<file path="src/rtl/mrt_pkg.sv">
// Shared constants, types and the reference value helper for the minroot
// output normalizer (redundant poly -> canonical integer mod the Pallas prime).
package mrt_pkg;

  localparam int NumCoeffs  = 17;
  localparam int WordBits   = 16;
  localparam int CoeffBits  = 17;
  localparam int TargetBits = 256;
  localparam int IterBits   = 48;

  localparam int NumBits    = WordBits * (NumCoeffs - 1) + CoeffBits;
  localparam int RedAccBits = NumBits + 1;
  localparam int ModMsb     = 254;
  localparam int RedSteps   = RedAccBits - (ModMsb + 1) + 1;
  localparam int CtrBits    = 5;
  localparam int CarryBits  = 2;
  localparam int SumBits    = CoeffBits + 1;

  localparam logic [TargetBits-1:0] Modulus =
    256'h40000000000000000000000000000000224698fc094cf91b992d30ed00000001;
  localparam logic [RedAccBits-1:0] ModulusAcc = RedAccBits'(Modulus);

  typedef logic [NumCoeffs-1:0][CoeffBits-1:0] poly_t;

  typedef enum logic [1:0] {
    IDLE,
    CARRY,
    REDUCE,
    OUT
  } norm_state_e;

  function automatic logic [RedAccBits-1:0] poly_value(input poly_t poly);
    logic [RedAccBits-1:0] sum;
    sum = '0;
    for (int i = 0; i < NumCoeffs; i++) begin
      sum = sum + (RedAccBits'(poly[i]) << (WordBits * i));
    end
    return sum;
  endfunction

endpackage

</file>
<file path="src/rtl/mrt_poly_normalize_if.sv">
// Job/result handshake bundle between the minroot engine, the normalizer
// and the result consumer. Signal suffixes are from the normalizer's view.
interface mrt_poly_normalize_if;
  import mrt_pkg::*;

  logic                  in_valid_i;
  logic                  in_ready_o;
  poly_t                 in_poly_i;
  logic [IterBits-1:0]   in_tag_i;
  logic                  out_valid_o;
  logic                  out_ready_i;
  logic [TargetBits-1:0] out_data_o;
  logic [IterBits-1:0]   out_tag_o;
  logic                  busy_o;

  modport master (
    output in_valid_i,
    output in_poly_i,
    output in_tag_i,
    output out_ready_i,
    input  in_ready_o,
    input  out_valid_o,
    input  out_data_o,
    input  out_tag_o,
    input  busy_o
  );

  modport slave (
    input  in_valid_i,
    input  in_poly_i,
    input  in_tag_i,
    input  out_ready_i,
    output in_ready_o,
    output out_valid_o,
    output out_data_o,
    output out_tag_o,
    output busy_o
  );

endinterface

</file>
<file path="src/rtl/mrt_poly_normalize_shift_sub_step.sv">
// One step of binary long reduction: subtract Modulus << shift from the
// accumulator when it fits, reporting whether the subtraction happened.
module mrt_shift_sub_step
  import mrt_pkg::*;
(
  input  logic [RedAccBits-1:0] acc,
  input  logic [CtrBits-1:0]    shift,
  output logic [RedAccBits-1:0] acc_sub,
  output logic                  took_sub
);

  logic [RedAccBits-1:0] shifted_mod;

  always_comb begin
    shifted_mod = ModulusAcc << shift;
    took_sub    = (acc >= shifted_mod);
    acc_sub     = took_sub ? (acc - shifted_mod) : acc;
  end

endmodule

</file>
<file path="src/rtl/mrt_poly_normalize.sv">
// Output normalizer: serial carry resolution of the redundant poly followed
// by a fixed-length shift/subtract reduction into [0, Modulus).
module mrt_poly_normalize
  import mrt_pkg::*;
(
  input  logic                clk_i,
  input  logic                rst_i,
  mrt_poly_normalize_if.slave bus
);

  norm_state_e           state, state_next;
  poly_t                 poly_q, poly_next;
  logic [IterBits-1:0]   tag_q, tag_next;
  logic [RedAccBits-1:0] acc, acc_next;
  logic [CtrBits-1:0]    ctr, ctr_next;
  logic [CarryBits-1:0]  carry, carry_next;
  logic [TargetBits-1:0] out_data, out_data_next;
  logic [IterBits-1:0]   out_tag, out_tag_next;

  logic [SumBits-1:0]    coeff_sum;
  logic [RedAccBits-1:0] sub_acc;
  logic                  took_sub;

  // ctr is the coefficient index in CARRY and the shift amount in REDUCE
  assign coeff_sum = SumBits'(poly_q[ctr]) + SumBits'(carry);

  mrt_shift_sub_step u_sub_step (
    .acc      (acc),
    .shift    (ctr),
    .acc_sub  (sub_acc),
    .took_sub (took_sub)
  );

  always_ff @(posedge clk_i) begin
    if (rst_i) begin
      state    <= IDLE;
      poly_q   <= '0;
      tag_q    <= '0;
      acc      <= '0;
      ctr      <= '0;
      carry    <= '0;
      out_data <= '0;
      out_tag  <= '0;
    end else begin
      state    <= state_next;
      poly_q   <= poly_next;
      tag_q    <= tag_next;
      acc      <= acc_next;
      ctr      <= ctr_next;
      carry    <= carry_next;
      out_data <= out_data_next;
      out_tag  <= out_tag_next;
    end
  end

  always_comb begin
    state_next    = state;
    poly_next     = poly_q;
    tag_next      = tag_q;
    acc_next      = acc;
    ctr_next      = ctr;
    carry_next    = carry;
    out_data_next = out_data;
    out_tag_next  = out_tag;

    bus.in_ready_o  = 1'b0;
    bus.out_valid_o = 1'b0;
    bus.busy_o      = 1'b1;

    unique case (state)
      IDLE: begin
        bus.in_ready_o = 1'b1;
        bus.busy_o     = 1'b0;
        if (bus.in_valid_i) begin
          poly_next  = bus.in_poly_i;
          tag_next   = bus.in_tag_i;
          acc_next   = '0;
          ctr_next   = '0;
          carry_next = '0;
          state_next = CARRY;
        end
      end

      CARRY: begin
        if (ctr == CtrBits'(NumCoeffs - 1)) begin
          // The top coefficient keeps its full sum, so no carry is lost
          acc_next[RedAccBits-1:WordBits*(NumCoeffs-1)] = coeff_sum;
          carry_next = '0;
          ctr_next   = CtrBits'(RedSteps - 1);
          state_next = REDUCE;
        end else begin
          acc_next[int'(ctr)*WordBits +: WordBits] = coeff_sum[WordBits-1:0];
          carry_next = coeff_sum[SumBits-1:WordBits];
          ctr_next   = ctr + 1'b1;
        end
      end

      REDUCE: begin
        if (took_sub) begin
          acc_next = sub_acc;
        end
        if (ctr == '0) begin
          out_data_next = sub_acc[TargetBits-1:0];
          out_tag_next  = tag_q;
          state_next    = OUT;
        end else begin
          ctr_next = ctr - 1'b1;
        end
      end

      OUT: begin
        bus.out_valid_o = 1'b1;
        if (bus.out_ready_i) begin
          state_next = IDLE;
        end
      end

      default: begin
        state_next = IDLE;
      end
    endcase
  end

  assign bus.out_data_o = out_data;
  assign bus.out_tag_o  = out_tag;

  // The shift-subtract ladder only works if each step starts below 2*(M<<ctr)
  a_reduce_invariant : assert property (@(posedge clk_i) disable iff (rst_i)
    (state == REDUCE) |->
      ({1'b0, acc} < ({1'b0, ModulusAcc} << (ctr + 1'b1))));

  a_out_canonical : assert property (@(posedge clk_i) disable iff (rst_i)
    (state == OUT) |-> (out_data < Modulus));

  a_carry_bound : assert property (@(posedge clk_i) disable iff (rst_i)
    (state == CARRY) |-> (carry <= CarryBits'(2)));

endmodule

</file>
<file path="src/flat_wrapper.sv">
// flat-port wrapper written by rule: the top's interface ports become plain ports
module mrt_poly_normalize_flat import mrt_pkg::*;
  (clk_i, rst_i, bus_in_valid_i, bus_in_poly_i, bus_in_tag_i, bus_out_ready_i, bus_in_ready_o, bus_out_valid_o, bus_out_data_o, bus_out_tag_o, bus_busy_o);
  mrt_poly_normalize_if bus_i ();
  input  logic clk_i;
  input  logic rst_i;
  input wire logic [$bits(bus_i.in_valid_i)-1:0] bus_in_valid_i;
  input wire logic [$bits(bus_i.in_poly_i)-1:0] bus_in_poly_i;
  input wire logic [$bits(bus_i.in_tag_i)-1:0] bus_in_tag_i;
  input wire logic [$bits(bus_i.out_ready_i)-1:0] bus_out_ready_i;
  output wire logic [$bits(bus_i.in_ready_o)-1:0] bus_in_ready_o;
  output wire logic [$bits(bus_i.out_valid_o)-1:0] bus_out_valid_o;
  output wire logic [$bits(bus_i.out_data_o)-1:0] bus_out_data_o;
  output wire logic [$bits(bus_i.out_tag_o)-1:0] bus_out_tag_o;
  output wire logic [$bits(bus_i.busy_o)-1:0] bus_busy_o;
  assign bus_i.in_valid_i = bus_in_valid_i;
  assign bus_i.in_poly_i = bus_in_poly_i;
  assign bus_i.in_tag_i = bus_in_tag_i;
  assign bus_i.out_ready_i = bus_out_ready_i;
  assign bus_in_ready_o = bus_i.in_ready_o;
  assign bus_out_valid_o = bus_i.out_valid_o;
  assign bus_out_data_o = bus_i.out_data_o;
  assign bus_out_tag_o = bus_i.out_tag_o;
  assign bus_busy_o = bus_i.busy_o;
  mrt_poly_normalize u_core (.clk_i(clk_i), .rst_i(rst_i), .bus(bus_i));
endmodule
</file>
<file path="config.mk">
export PLATFORM = sky130hd
export DESIGN_NAME = mrt_poly_normalize_flat
export DESIGN_NICKNAME = d
export VERILOG_FILES = /design/src/rtl/mrt_pkg.sv /design/src/rtl/mrt_poly_normalize_if.sv /design/src/rtl/mrt_poly_normalize_shift_sub_step.sv /design/src/rtl/mrt_poly_normalize.sv /design/src/flat_wrapper.sv
export SDC_FILE = /design/constraint.sdc
export NUM_CORES = 2
export LEC_CHECK = 0
export CORE_MARGIN = 4
export CORE_UTILIZATION = 35
export CTS_CLUSTER_SIZE = 40
export DETAILED_ROUTE_END_ITERATION = 6
export PLACE_DENSITY = 0.56
export SETUP_SLACK_MARGIN = 0.3
export SLEW_MARGIN = 20
export SYNTH_ARGS = -nofsm -noshare
export SYNTH_HDL_FRONTEND = slang
export SYNTH_SLANG_ARGS = --single-unit
</file>
<file path="constraint.sdc">
create_clock -name clk_i -period 9.7 [get_ports clk_i]
set_input_delay 1.455 -clock clk_i [delete_from_list [all_inputs] [get_ports clk_i]]
set_output_delay 1.455 -clock clk_i [all_outputs]
set_load 0.02 [all_outputs]
</file>
==> key figures <==
STA
  – RSZ-0062 raised after global routing: false
  – Worst-Margin Slew: 1.31 ns
  – Final Hold Violating Endpoints: 0
  – Setup ws final: 0.129 ns
  – Period Utilization, post-route: 98.7%
  – Max_slew headroom: 12.0%
  – TNS Setup: 0 ns
  – Slew Viols, Final: 0
  – F_max: 0.104 GHz
  – Clock Skews: 0.0762 ns
  – Setup violations, final: 0
  – Fin crit period: 9.57 ns

Placed design
  – Placed cell count: 10,600
  – Placer congestion estimate: 1.10
  – Post-DP HPWL: 283 mm
  – Port Buf Inserts: 647
  – Pre-CTS setup slack: 0.516 ns

Global routing
  – GRT Residual Overflow: 0
  – Initial antenna violation count: 42
  – Pin count of the biggest net entering global routing: 211
  – Vias in the first global route: 62,600
  – First-pass GRT wire length: 494 mm
  – Total Routing Usage GR: 39.5%

Floorplanning
  – Die Ht: 417 um
  – Die area: 0.174 mm2
  – IO Count: 648
  – Core ar.: 0.165 mm2
  – Row count: 149
  – Initial Util: 35.3%
  – Die width: 417 um

Logic synthesis
  – Synth Flop Type: dfxtp_1
  – Sequential area share after synthesis: 31.7%
  – Largest cells by area after synthesis: dfxtp_1 (32%), nand2_1 (11%), a21oi_1 (9.3%), o21ai_0 (6.1%), nor2_1 (4.4%)
  – Avg Inst Size Synth: 7.18 um2
  – Async SR Flop Fraction: 0%
  – Netlist Area Pre-Place: 0.0584 mm2
  – Synthesis Warnings: 0
  – Post-Syn Nets: 8,679
  – Cells after synthesis: 8,133
  – Top cell type by total area after synthesis: dfxtp_1
  – FF+latch count, synth: 924
  – Post-synth top area share: 31.7%
  – Unique masters post-synth: 89
  – Post-synth EDFFs: 0

Clock tree
  – # hold bufs at CTS: 0
  – H-tree depth: 3
  – Clock Tree Buf Depth: 3
  – Num CTS Buffers: 109
  – Clock Sinks: 924
  – Post-CTS setup buffers: 0
  – Root Driver: clkbuf_16
  – Clk slew on worst S/H paths: 0.06 ns
  – CTS tree: done
  – Post-CTS resize count: 0
  – Clk_lat worst skew: 0.80 ns

Power and ir drop
  – LEAKAGE: 26.4 nW
  – Peak supply drop: 0.256 mV
  – Pwr per Cell Area: 291 mW/mm2

Layout
  – Area Overhead vs Synth: 21.9%
  – Share of layout cells above drive strength 1: 6.85%
  – Layout Nets: 9,057
  – Fillers: 17,300
  – Non-filler cells, final: 10,800

Detailed routing
  – Post-detailed-route count of antenna-violating nets: 0
  – DRC Markers: 0
  – Post-Route WL: 361 mm
  – Routed vias: 67,500
  – Starting DRT DRC Count: 9,225
  – Drt pass-1 iters: 7
  – WL/cell: 33.4 um
  – Vias per cell: 6.24

Worst hold path
  – Min-Delay Path Class: flip-flop to flip-flop

Critical path
  – CP Launch Type: flip-flop
  – Worst-path cell chain: inv_1, ha_1, nand2b_1, o21ai_0, or2_2, o21ai_0, a21boi_0, ha_1, nand4_1, nor4_4, nand4_1, nor3_1, nor4bb_1, a211oi_1, nand3_2, nor2_4, buf_4, a211o_1, nor3_2, nor4b_1, o21ai_0, a222oi_1, nor2_1
  – CP Class: flip-flop to flip-flop
  – CP max FO: 27
  – Worst path required time: 10.34 ns
  – Critical Path Sink Type: flip-flop
  – Crit-path slowest cell: ha_1
  – Crit-path most repeated cell: o21ai_0
  – Max incr delay on CP: 0.73 ns
  – Critical path buffers and inverters: 2
  – CP top delay family: simple AND/OR/NAND/NOR gates
  – Worst EP arrival: 10.21 ns

Job
  – Max_cap viols: 0

Outcome
  – Status: finished clean
-- placed cells by master (no fill, tap or decap), types with 56 or more instances in the layout --
| cell | count |
|---|---|
| a21oi_1 | 1081 |
| xnor2_1 | 163 |
| nand4_1 | 129 |
| clkdlybuf4s50_1 | 646 |
| o22ai_1 | 68 |
| o21ai_0 | 707 |
| nor4_1 | 79 |
| inv_1 | 99 |
| mux2i_1 | 111 |
| dfxtp_1 | 919 |
| clkbuf_16 | 110 |
| xor2_1 | 117 |
| nand3_1 | 105 |
| nor2_1 | 683 |
| o21bai_1 | 60 |
| a22oi_1 | 56 |
| ha_1 | 201 |
| nand2_1 | 1661 |
| buf_4 | 208 |
| a211oi_1 | 126 |
| nor3_1 | 191 |
| a31oi_1 | 64 |
| a21o_1 | 75 |
| mux4_2 | 67 |
-- metal layers --
metal	GRT usage, %	up-vias	part of all wire, %
met2	59.1	4010	42
met1	52.5	32800	41
met4	21.5	22	6.2
met3	9.41	769	10
met5	0	-	0.044
li1	-	29900	-
-- power by group --
group,switching (mW),internal (mW)
clock network,1.89,2.37
logic,8.11,3.34
registers,0.524,4.51
total,10.5,10.2
-- Yosys cell counts (all sizes together) (24+ instances only) --
cell type,instances
or2,34
o21ai,716
o31ai,24
nor2b,30
inv,104
or4,29
clkbuf,537
a21o,75
a32oi,25
o21bai,60
o22ai,68
mux4,67
o221ai,49
o21a,32
a22oi,56
a221o,28
xnor2,165
nand2b,42
nand2,1671
nor3,196
mux2i,111
a31oi,65
xor2,120
nor2,694
a211oi,126
buf,66
a21oi,1082
ha,203
and2,30
nor4,85
nand4,130
and3,25
dfxtp,924
o211ai,38
nand3,106
or3,46
-- layout make-up --
class	count	area (um2)	share of cell area [%]
tap	2189	2740	3.85
clock buffer	145	3040	4.27
clock inverter	55	633	0.889
timing repair buffer	870	8340	11.7
multi-input combinational	6501	37500	52.6
inverter	105	397	0.557
sequential	924	18500	26.0
antenna	24	60.1	0.0843
-- worst register-to-register path, stage by stage (launching register included) --
cell	delay [ns]
dfxtp_4	0.56
inv_1	0.25
ha_1	0.73
nand2b_1	0.38
o21ai_0	0.25
or2_2	0.35
o21ai_0	0.36
a21boi_0	0.52
ha_1	0.59
nand4_1	0.47
nor4_4	0.63
nand4_1	0.29
nor3_1	0.66
nor4bb_1	0.53
a211oi_1	0.18
nand3_2	0.17
nor2_4	0.14
buf_4	0.26
a211o_1	0.52
nor3_2	0.45
nor4b_1	0.58
o21ai_0	0.19
a222oi_1	0.28
nor2_1	0.06
-- sequential cells by signal, summed over array words and instances (netlist names) --
register / flops
u_core.poly_q: 289
u_core.acc: 274
u_core.bus.out_data_o: 256
u_core.bus.out_tag_o: 48
u_core.tag_q: 48
u_core.ctr: 5
u_core.carry: 2
u_core.state: 2
-- metrics by stage --
step | utilization, % | instance area, um2 | total power, mW | hold WS (ns)
after global routing | 43.0 | 71200 | 21.4 | 0.462
after floorplan | - | 58400 | 10.9 | 0.432
final | 43.1 | 71200 | 20.7 | 0.449
after global placement | 40.8 | 67500 | 16.1 | 0.436
after CTS | 43.0 | 71100 | 20.4 | 0.450
after detailed placement | 40.8 | 67500 | 16.1 | 0.443
-- path summary, 6_finish.rpt --
check	start	slack, ns	end	cells past startpoint
max	u_core.ctr[0]	0.13	u_core.acc[243]	23
max reg2reg	u_core.ctr[0]	0.13	u_core.acc[243]	23
min reg2reg	u_core.tag_q[47]	0.45	u_core.bus.out_tag_o[47]	2
min	u_core.tag_q[47]	0.45	u_core.bus.out_tag_o[47]	2
-- logic make-up (layout without fill, tap and decap cells) --
family                   after synthesis  count (layout)  synth area share, %
AO/OA/AOI/OAI                       2658            2658                 27.0
buffers and inverters                708            1175                 4.58
adder cells (fa/ha/maj)              205             205                 4.42
other                                  0              24                    0
AND/OR/NAND/NOR                     3172            3172                 23.5
flip-flops                           924             924                 31.7
multiplexers                         181             181                 4.54
XOR/XNOR                             285             285                 4.27
No activity file was read; power rests on OpenSTA's default activity.
